--- src/rtl/cpu_pkg.sv ---
// Shared CPU constants and types used by the fetch queue and its storage.
package cpu_pkg;

    localparam logic [15:0] NOP_ENC       = 16'h0800;
    localparam int unsigned PAIR_W        = 32;
    localparam int unsigned DEFAULT_DEPTH = 4;

    typedef struct packed {
        logic [15:0] pc;
        logic [15:0] ir;
    } fq_entry_t;

endpackage

--- src/rtl/fetch_queue_if.sv ---
// Fetch-to-decode handshake bundle; the queue uses the slave side, its neighbours the master side.
interface fetch_queue_if #(
    parameter int unsigned PTR_W = 2
);
    logic             in_valid;
    logic [15:0]      in_pc;
    logic [15:0]      in_ir;
    logic             in_ready;
    logic             out_valid;
    logic [15:0]      out_pc;
    logic [15:0]      out_ir;
    logic [15:0]      out_pc_next;
    logic             out_ready;
    logic             flush;
    logic [PTR_W:0]   count;

    modport master (
        output in_valid, in_pc, in_ir, out_ready, flush,
        input  in_ready, out_valid, out_pc, out_ir, out_pc_next, count
    );

    modport slave (
        input  in_valid, in_pc, in_ir, out_ready, flush,
        output in_ready, out_valid, out_pc, out_ir, out_pc_next, count
    );
endinterface

--- src/rtl/fq_storage.sv ---
// DEPTH x WIDTH register array: one synchronous write port, one asynchronous read port, no reset.
module fq_storage #(
    parameter int unsigned DEPTH = 4,
    parameter int unsigned PTR_W = 2,
    parameter int unsigned WIDTH = 32
) (
    input  logic             clk,
    input  logic             we,
    input  logic [PTR_W-1:0] waddr,
    input  logic [WIDTH-1:0] wdata,
    input  logic [PTR_W-1:0] raddr,
    output logic [WIDTH-1:0] rdata
);

    logic [WIDTH-1:0] mem [DEPTH];

    always_ff @(posedge clk) begin
        if (we) begin
            mem[waddr] <= wdata;
        end
    end

    assign rdata = mem[raddr];

endmodule

--- src/rtl/fetch_queue.sv ---
// Instruction prefetch queue between fetch and decode; flushable, shows NOP to decode when empty.
module fetch_queue
    import cpu_pkg::*;
#(
    parameter int unsigned DEPTH  = DEFAULT_DEPTH,
    parameter int unsigned PTR_W  = $clog2(DEPTH),
    parameter logic [15:0] NOP_IR = NOP_ENC
) (
    input logic          clk,
    input logic          rst,
    fetch_queue_if.slave q
);

    localparam logic [PTR_W:0]   FULL_CNT = (PTR_W + 1)'(DEPTH);
    localparam logic [PTR_W:0]   CNT_ONE  = (PTR_W + 1)'(1);
    localparam logic [PTR_W-1:0] PTR_ONE  = PTR_W'(1);

    logic [PTR_W-1:0] wp_q, wp_d;
    logic [PTR_W-1:0] rp_q, rp_d;
    logic [PTR_W:0]   cnt_q, cnt_d;
    logic             push, pop;
    fq_entry_t        wr_entry, rd_entry;

    // Ready/valid come from registered state only, so a full queue cannot accept while popping.
    assign q.in_ready  = (cnt_q != FULL_CNT);
    assign q.out_valid = (cnt_q != '0);
    assign push        = q.in_valid & q.in_ready;
    assign pop         = q.out_valid & q.out_ready;

    always_comb begin
        wp_d  = wp_q;
        rp_d  = rp_q;
        cnt_d = cnt_q;
        if (q.flush) begin
            wp_d  = '0;
            rp_d  = '0;
            cnt_d = '0;
        end else begin
            if (push) wp_d = wp_q + PTR_ONE;
            if (pop)  rp_d = rp_q + PTR_ONE;
            case ({push, pop})
                2'b10:   cnt_d = cnt_q + CNT_ONE;
                2'b01:   cnt_d = cnt_q - CNT_ONE;
                default: cnt_d = cnt_q;
            endcase
        end
    end

    always_ff @(posedge clk) begin
        if (rst) begin
            wp_q  <= '0;
            rp_q  <= '0;
            cnt_q <= '0;
        end else begin
            wp_q  <= wp_d;
            rp_q  <= rp_d;
            cnt_q <= cnt_d;
        end
    end

    assign wr_entry = '{pc: q.in_pc, ir: q.in_ir};

    // A push coinciding with flush is dropped, so the write is suppressed as well.
    fq_storage #(
        .DEPTH (DEPTH),
        .PTR_W (PTR_W),
        .WIDTH (PAIR_W)
    ) u_storage (
        .clk   (clk),
        .we    (push & ~q.flush),
        .waddr (wp_q),
        .wdata (wr_entry),
        .raddr (rp_q),
        .rdata (rd_entry)
    );

    assign q.out_pc      = q.out_valid ? rd_entry.pc : 16'h0000;
    assign q.out_ir      = q.out_valid ? rd_entry.ir : NOP_IR;
    assign q.out_pc_next = q.out_pc + 16'd1;
    assign q.count       = cnt_q;

endmodule

--- src/flat_wrapper.sv ---
// flat-port wrapper written by rule: the top's interface ports become plain ports
module fetch_queue_flat import cpu_pkg::*;
#(
    parameter int unsigned DEPTH  = DEFAULT_DEPTH,
    parameter int unsigned PTR_W  = $clog2(DEPTH),
    parameter logic [15:0] NOP_IR = NOP_ENC
)
  (clk, rst, q_in_valid, q_in_pc, q_in_ir, q_out_ready, q_flush, q_in_ready, q_out_valid, q_out_pc, q_out_ir, q_out_pc_next, q_count);
  fetch_queue_if #(.PTR_W(PTR_W)) q_i ();
  input logic clk;
  input logic rst;
  input wire logic [$bits(q_i.in_valid)-1:0] q_in_valid;
  input wire logic [$bits(q_i.in_pc)-1:0] q_in_pc;
  input wire logic [$bits(q_i.in_ir)-1:0] q_in_ir;
  input wire logic [$bits(q_i.out_ready)-1:0] q_out_ready;
  input wire logic [$bits(q_i.flush)-1:0] q_flush;
  output wire logic [$bits(q_i.in_ready)-1:0] q_in_ready;
  output wire logic [$bits(q_i.out_valid)-1:0] q_out_valid;
  output wire logic [$bits(q_i.out_pc)-1:0] q_out_pc;
  output wire logic [$bits(q_i.out_ir)-1:0] q_out_ir;
  output wire logic [$bits(q_i.out_pc_next)-1:0] q_out_pc_next;
  output wire logic [$bits(q_i.count)-1:0] q_count;
  assign q_i.in_valid = q_in_valid;
  assign q_i.in_pc = q_in_pc;
  assign q_i.in_ir = q_in_ir;
  assign q_i.out_ready = q_out_ready;
  assign q_i.flush = q_flush;
  assign q_in_ready = q_i.in_ready;
  assign q_out_valid = q_i.out_valid;
  assign q_out_pc = q_i.out_pc;
  assign q_out_ir = q_i.out_ir;
  assign q_out_pc_next = q_i.out_pc_next;
  assign q_count = q_i.count;
  fetch_queue #(.DEPTH(DEPTH), .PTR_W(PTR_W), .NOP_IR(NOP_IR)) u_core (.clk(clk), .rst(rst), .q(q_i));
endmodule
--- config.mk ---
export PLATFORM = sky130hd
export DESIGN_NAME = fetch_queue_flat
export DESIGN_NICKNAME = d
export VERILOG_FILES = /design/src/rtl/cpu_pkg.sv /design/src/rtl/fetch_queue_if.sv /design/src/rtl/fq_storage.sv /design/src/rtl/fetch_queue.sv /design/src/flat_wrapper.sv
export SDC_FILE = /design/constraint.sdc
export NUM_CORES = 1
export LEC_CHECK = 0
export BUFFER_PORTS_ARGS = -buffer_cell sky130_fd_sc_hd__buf_2
export CAP_MARGIN = 20
export CORE_ASPECT_RATIO = 1.1
export CORE_UTILIZATION = 55
export CTS_CLUSTER_SIZE = 10
export DETAILED_ROUTE_END_ITERATION = 12
export GPL_TIMING_DRIVEN = 0
export PLACE_DENSITY = 0.88
export RECOVER_POWER = 50
export SYNTH_ARGS = -nofsm -noshare
export SYNTH_HDL_FRONTEND = slang
export SYNTH_SLANG_ARGS = --single-unit
--- constraint.sdc ---
create_clock -name clk -period 3.43 [get_ports clk]
set_clock_uncertainty 0.05 [all_clocks]
set_input_delay 0.1715 -clock clk [delete_from_list [all_inputs] [get_ports clk]]
set_output_delay 0.1715 -clock clk [all_outputs]
set_load 0.01 [all_outputs]
==> results.sh <==
export IMPL_worst_slew_margin_relative_to_its_limit_pct=-12.6
export IMPL_critical_path_peak_fanout=15
export IMPL_dieArea_mm2=0.0107
export IMPL_antenna_violations_before_repair=0
export IMPL_synthTopCellsByArea="sky130_fd_sc_hd__edfxtp_1, sky130_fd_sc_hd__mux4_2, sky130_fd_sc_hd__mux4_1"
export IMPL_max_cap_check_violation_count=3
export IMPL_failed_checks="max-capacitance violations, max-slew violations"
export IMPL_first_global_vias=3363
export IMPL_path_common_cell="sky130_fd_sc_hd__nor3_2"
export IMPL_last_weighted_congestion_value_of_the_routability_driven_placer=0.745
export IMPL_detailedPlace_worstSlack_ns=0.00629
export IMPL_power_leakage_nw=2.55
export IMPL_setup_tns_ns=0
export IMPL_syn_area_per_cell_um2=18.4
export IMPL_tritoncts="done"
export IMPL_n_fill_cell=646
export IMPL_groute_usage_overall_pct=22.2
export IMPL_worstSkewPairLatency_ns=0.51
export IMPL_max_freq_mhz=319
export IMPL_grt_start_max_net_pins=33
export IMPL_htree_levels=4
export IMPL_postCtsSetupRepairBufs=0
export IMPL_yosysTopAreaCell="sky130_fd_sc_hd__edfxtp_1"
export IMPL_die_h_um=108
export IMPL_standard_cell_core_area_mm2=0.00989
export IMPL_placedInstanceArea_mm2=0.00623
export IMPL_route_detailed_drc=0
export IMPL_netlist_top_cells_count="sky130_fd_sc_hd__edfxtp_1, sky130_fd_sc_hd__and2_1, sky130_fd_sc_hd__mux4_2, sky130_fd_sc_hd__nand2_1, sky130_fd_sc_hd__inv_1"
export IMPL_wire_per_inst_um=19.1
export IMPL_synth_most_common_cell="sky130_fd_sc_hd__edfxtp_1"
export IMPL_worst_ep_arrival_time_ns=2.91
export IMPL_cpMaxStageDelayCell="sky130_fd_sc_hd__dfxtp_1"
export IMPL_endpoint_kind="output pin"
export IMPL_fin_worst_hold_slack_ns=0.112
export IMPL_crit_path_max_incr_delay_ns=0.40
export IMPL_total_global_routing_overflow=0
export IMPL_largest_voltage_drop_on_the_vdd_net_v=0.000584
export IMPL_hold_path_class="in -> reg"
export IMPL_synth_top_cell_area_share_pct=68.2
export IMPL_pwr_density_cell_mw_per_mm2=556
export IMPL_synth_sequential_area_ratio_pct=71.4
export IMPL_grt_setup_unrepaired="no"
export IMPL_setup_slack_ns=0.299
export IMPL_area_growth_synth_to_final_pct=26.6
export IMPL_synthCells=306
export IMPL_drt_first_pass_iters=6
export IMPL_postSynth_asyncResetShare_pct=0
export IMPL_ioPinCount=90
export IMPL_path_clk_slew_ns=0.06
export IMPL_dp_hpwl_mm=6.59
export IMPL_ys_ff_latch=137
export IMPL_number_of_drc_violations_after_detailed_routing_iteration_0=169
export IMPL_synth_net_count=350
export IMPL_fin_crit_sh_pct=91.3
export IMPL_maxSlewViolCount=99
export IMPL_final_period_minus_worst_setup_slack_ns=3.13
export IMPL_setup_worst_path_start_class="flop"
export IMPL_first_pass_grt_wire_length_mm=17.0
export IMPL_syn_cell_area_mm2=0.00563
export IMPL_cp_cell_sequence="nor3_2 > inv_2 > clkbuf_2 > and2_1 > ha_1 > nand3_1 > nor3_2 > nand4_1 > xnor2_1 > buf_2"
export IMPL_outcome="finished, violations left"
export IMPL_timing_critical_path_required_ns=3.21
export IMPL_die_width_um=98.5
export IMPL_cts_made_buffers=17
export IMPL_clockBufferDepth=2
export IMPL_worstSetupPathType="reg -> out"
export IMPL_drive_gt1_share_pct=27.5
export IMPL_dr_total_vias=3172
export IMPL_dominantRegCellSynth="sky130_fd_sc_hd__edfxtp_1"
export IMPL_actual_slew_at_the_worst_max_slew_pin_ns=1.69
export IMPL_port_buffers=89
export IMPL_ant_nets=0
export IMPL_floorplan_initialDensity_pct=57.0
export IMPL_fp_row_count=38
export IMPL_cts_root_buf="sky130_fd_sc_hd__clkbuf_8"
export IMPL_synth_enable_flop_cells=128
export IMPL_clock_sinks=137
export IMPL_yosysWarningCount=0
export IMPL_diodes=0
export IMPL_routed_via_density=5.48
export IMPL_detail_route_wirelength_mm=11.1
export IMPL_post_layout_total_power_w=0.00396
export IMPL_setup_violations=0
export IMPL_synth_lib_cells_used_distinct=31
export IMPL_layout_cell_area_non_filler_mm2=0.00713
export IMPL_finalHoldViolCount=0
export IMPL_layout_nets=490
==> cells in the final DEF, fill, tap and decap left out, types with 2 or more instances in the layout <==
| cell | count |
|---|---|
| sky130_fd_sc_hd__nor2_1 | 10 |
| sky130_fd_sc_hd__xor2_1 | 5 |
| sky130_fd_sc_hd__mux4_2 | 22 |
| sky130_fd_sc_hd__and2_1 | 24 |
| sky130_fd_sc_hd__nand3_1 | 6 |
| sky130_fd_sc_hd__or3_1 | 2 |
| sky130_fd_sc_hd__inv_6 | 4 |
| sky130_fd_sc_hd__and2_2 | 2 |
| sky130_fd_sc_hd__clkinv_4 | 3 |
| sky130_fd_sc_hd__ha_1 | 6 |
| sky130_fd_sc_hd__and2_0 | 3 |
| sky130_fd_sc_hd__xnor2_1 | 13 |
| sky130_fd_sc_hd__bufinv_16 | 3 |
| sky130_fd_sc_hd__clkinvlp_4 | 3 |
| sky130_fd_sc_hd__inv_1 | 13 |
| sky130_fd_sc_hd__buf_2 | 56 |
| sky130_fd_sc_hd__a21oi_1 | 4 |
| sky130_fd_sc_hd__nor3_2 | 4 |
| sky130_fd_sc_hd__or2_2 | 2 |
| sky130_fd_sc_hd__mux4_1 | 10 |
| sky130_fd_sc_hd__clkbuf_1 | 39 |
| sky130_fd_sc_hd__edfxtp_1 | 128 |
| sky130_fd_sc_hd__nand4_1 | 3 |
| sky130_fd_sc_hd__dfxtp_1 | 9 |
| sky130_fd_sc_hd__buf_6 | 2 |
| sky130_fd_sc_hd__nand2_1 | 18 |
| sky130_fd_sc_hd__clkbuf_16 | 16 |
| sky130_fd_sc_hd__o21ai_0 | 2 |
| sky130_fd_sc_hd__dlygate4sd3_1 | 33 |
==> kinds of logic after synthesis <==
kind of cell | after synthesis | synth area share [%]
AO/OA/AOI/OAI | 6 | 0.533
flip-flops | 137 | 71.4
buffers and inverters | 26 | 2.35
multiplexers | 32 | 13.5
adder cells (fa/ha/maj) | 7 | 1.69
AND/OR/NAND/NOR | 80 | 7.75
XOR/XNOR | 18 | 2.80
==> metrics by stage <==
| stage | cells | util (%) |
|---|---|---|
| floorplan | 306 | - |
| detailed placement | 515 | 63.0 |
| global route | 579 | 72.1 |
| global placement | 515 | 63.0 |
| CTS | 579 | 72.6 |
| finish | 579 | 72.1 |
==> sequential cells by signal, summed over array words and instances (netlist names), named ones only <==
name and flops:
u_core.q.count 3, u_core.rp_q 2, u_core.u_storage.mem 128, u_core.wp_q 2
==> layout make-up <==
type                       count  area (µm²)  share of cell area, %
timing repair buffer         122         731                   10.2
clock buffer                  17         414                   5.81
tap                          120         150                   2.11
clock inverter                15         190                   2.67
multi-input combinational    143        1490                   20.9
sequential                   137        4020                   56.4
inverter                      14        52.6                  0.737
buffer                        11        77.6                   1.09
==> worst max-delay path, delay by kind of cell (launching register included) <==
kind / cells / cell delay, ns
and+or+nand+nor: 5 / 1.01
adders and majority gates: 1 / 0.19
xor gates and xnor gates: 1 / 0.15
DFF: 1 / 0.40
buffers and inverters: 3 / 0.64
==> path summary, 6_finish.rpt <==
path	startpoint	endpoint	slack, ns	cells after the start
min	q_out_ready	u_core.rp_q[0]$_SDFFE_PP0P_	0.11	4
max	u_core.q.count[2]$_SDFFE_PP0P_	q_out_pc_next[10]	0.30	10
max reg2reg	u_core.q.count[0]$_SDFFE_PP0P_	u_core.u_storage.mem[0][28]$_DFFE_PP_	0.67	5
min reg2reg	u_core.wp_q[1]$_SDFFE_PP0P_	u_core.wp_q[1]$_SDFFE_PP0P_	0.47	2
==> layer usage <==
metal	GRT usage, %	wire [µm]	vias up
li1	-	-	1467
met1	26.8	4520	1587
met2	39.4	5830	107
met3	6.14	618	11
met4	6.40	83	0
met5	0	0	-
==> power by group <==
part	total, W	switching [W]	internal, W
clock	0.00184	0.000716	0.00112
sequential	0.00187	0.00000927	0.00186
combinational	0.000257	0.000141	0.000116
total	0.00396	0.000867	0.00310
==> repair_timing <==
| item | CTS | global route |
|---|---|---|
| gates resized for setup | 3 | 2 |
| gates cloned | 0 | 0 |
| hold buffers | 33 | 0 |
| setup endpoints to repair | 7 | 6 |
| hold endpoints to repair | 129 | 0 |
(Power assumes the default switching activity.)
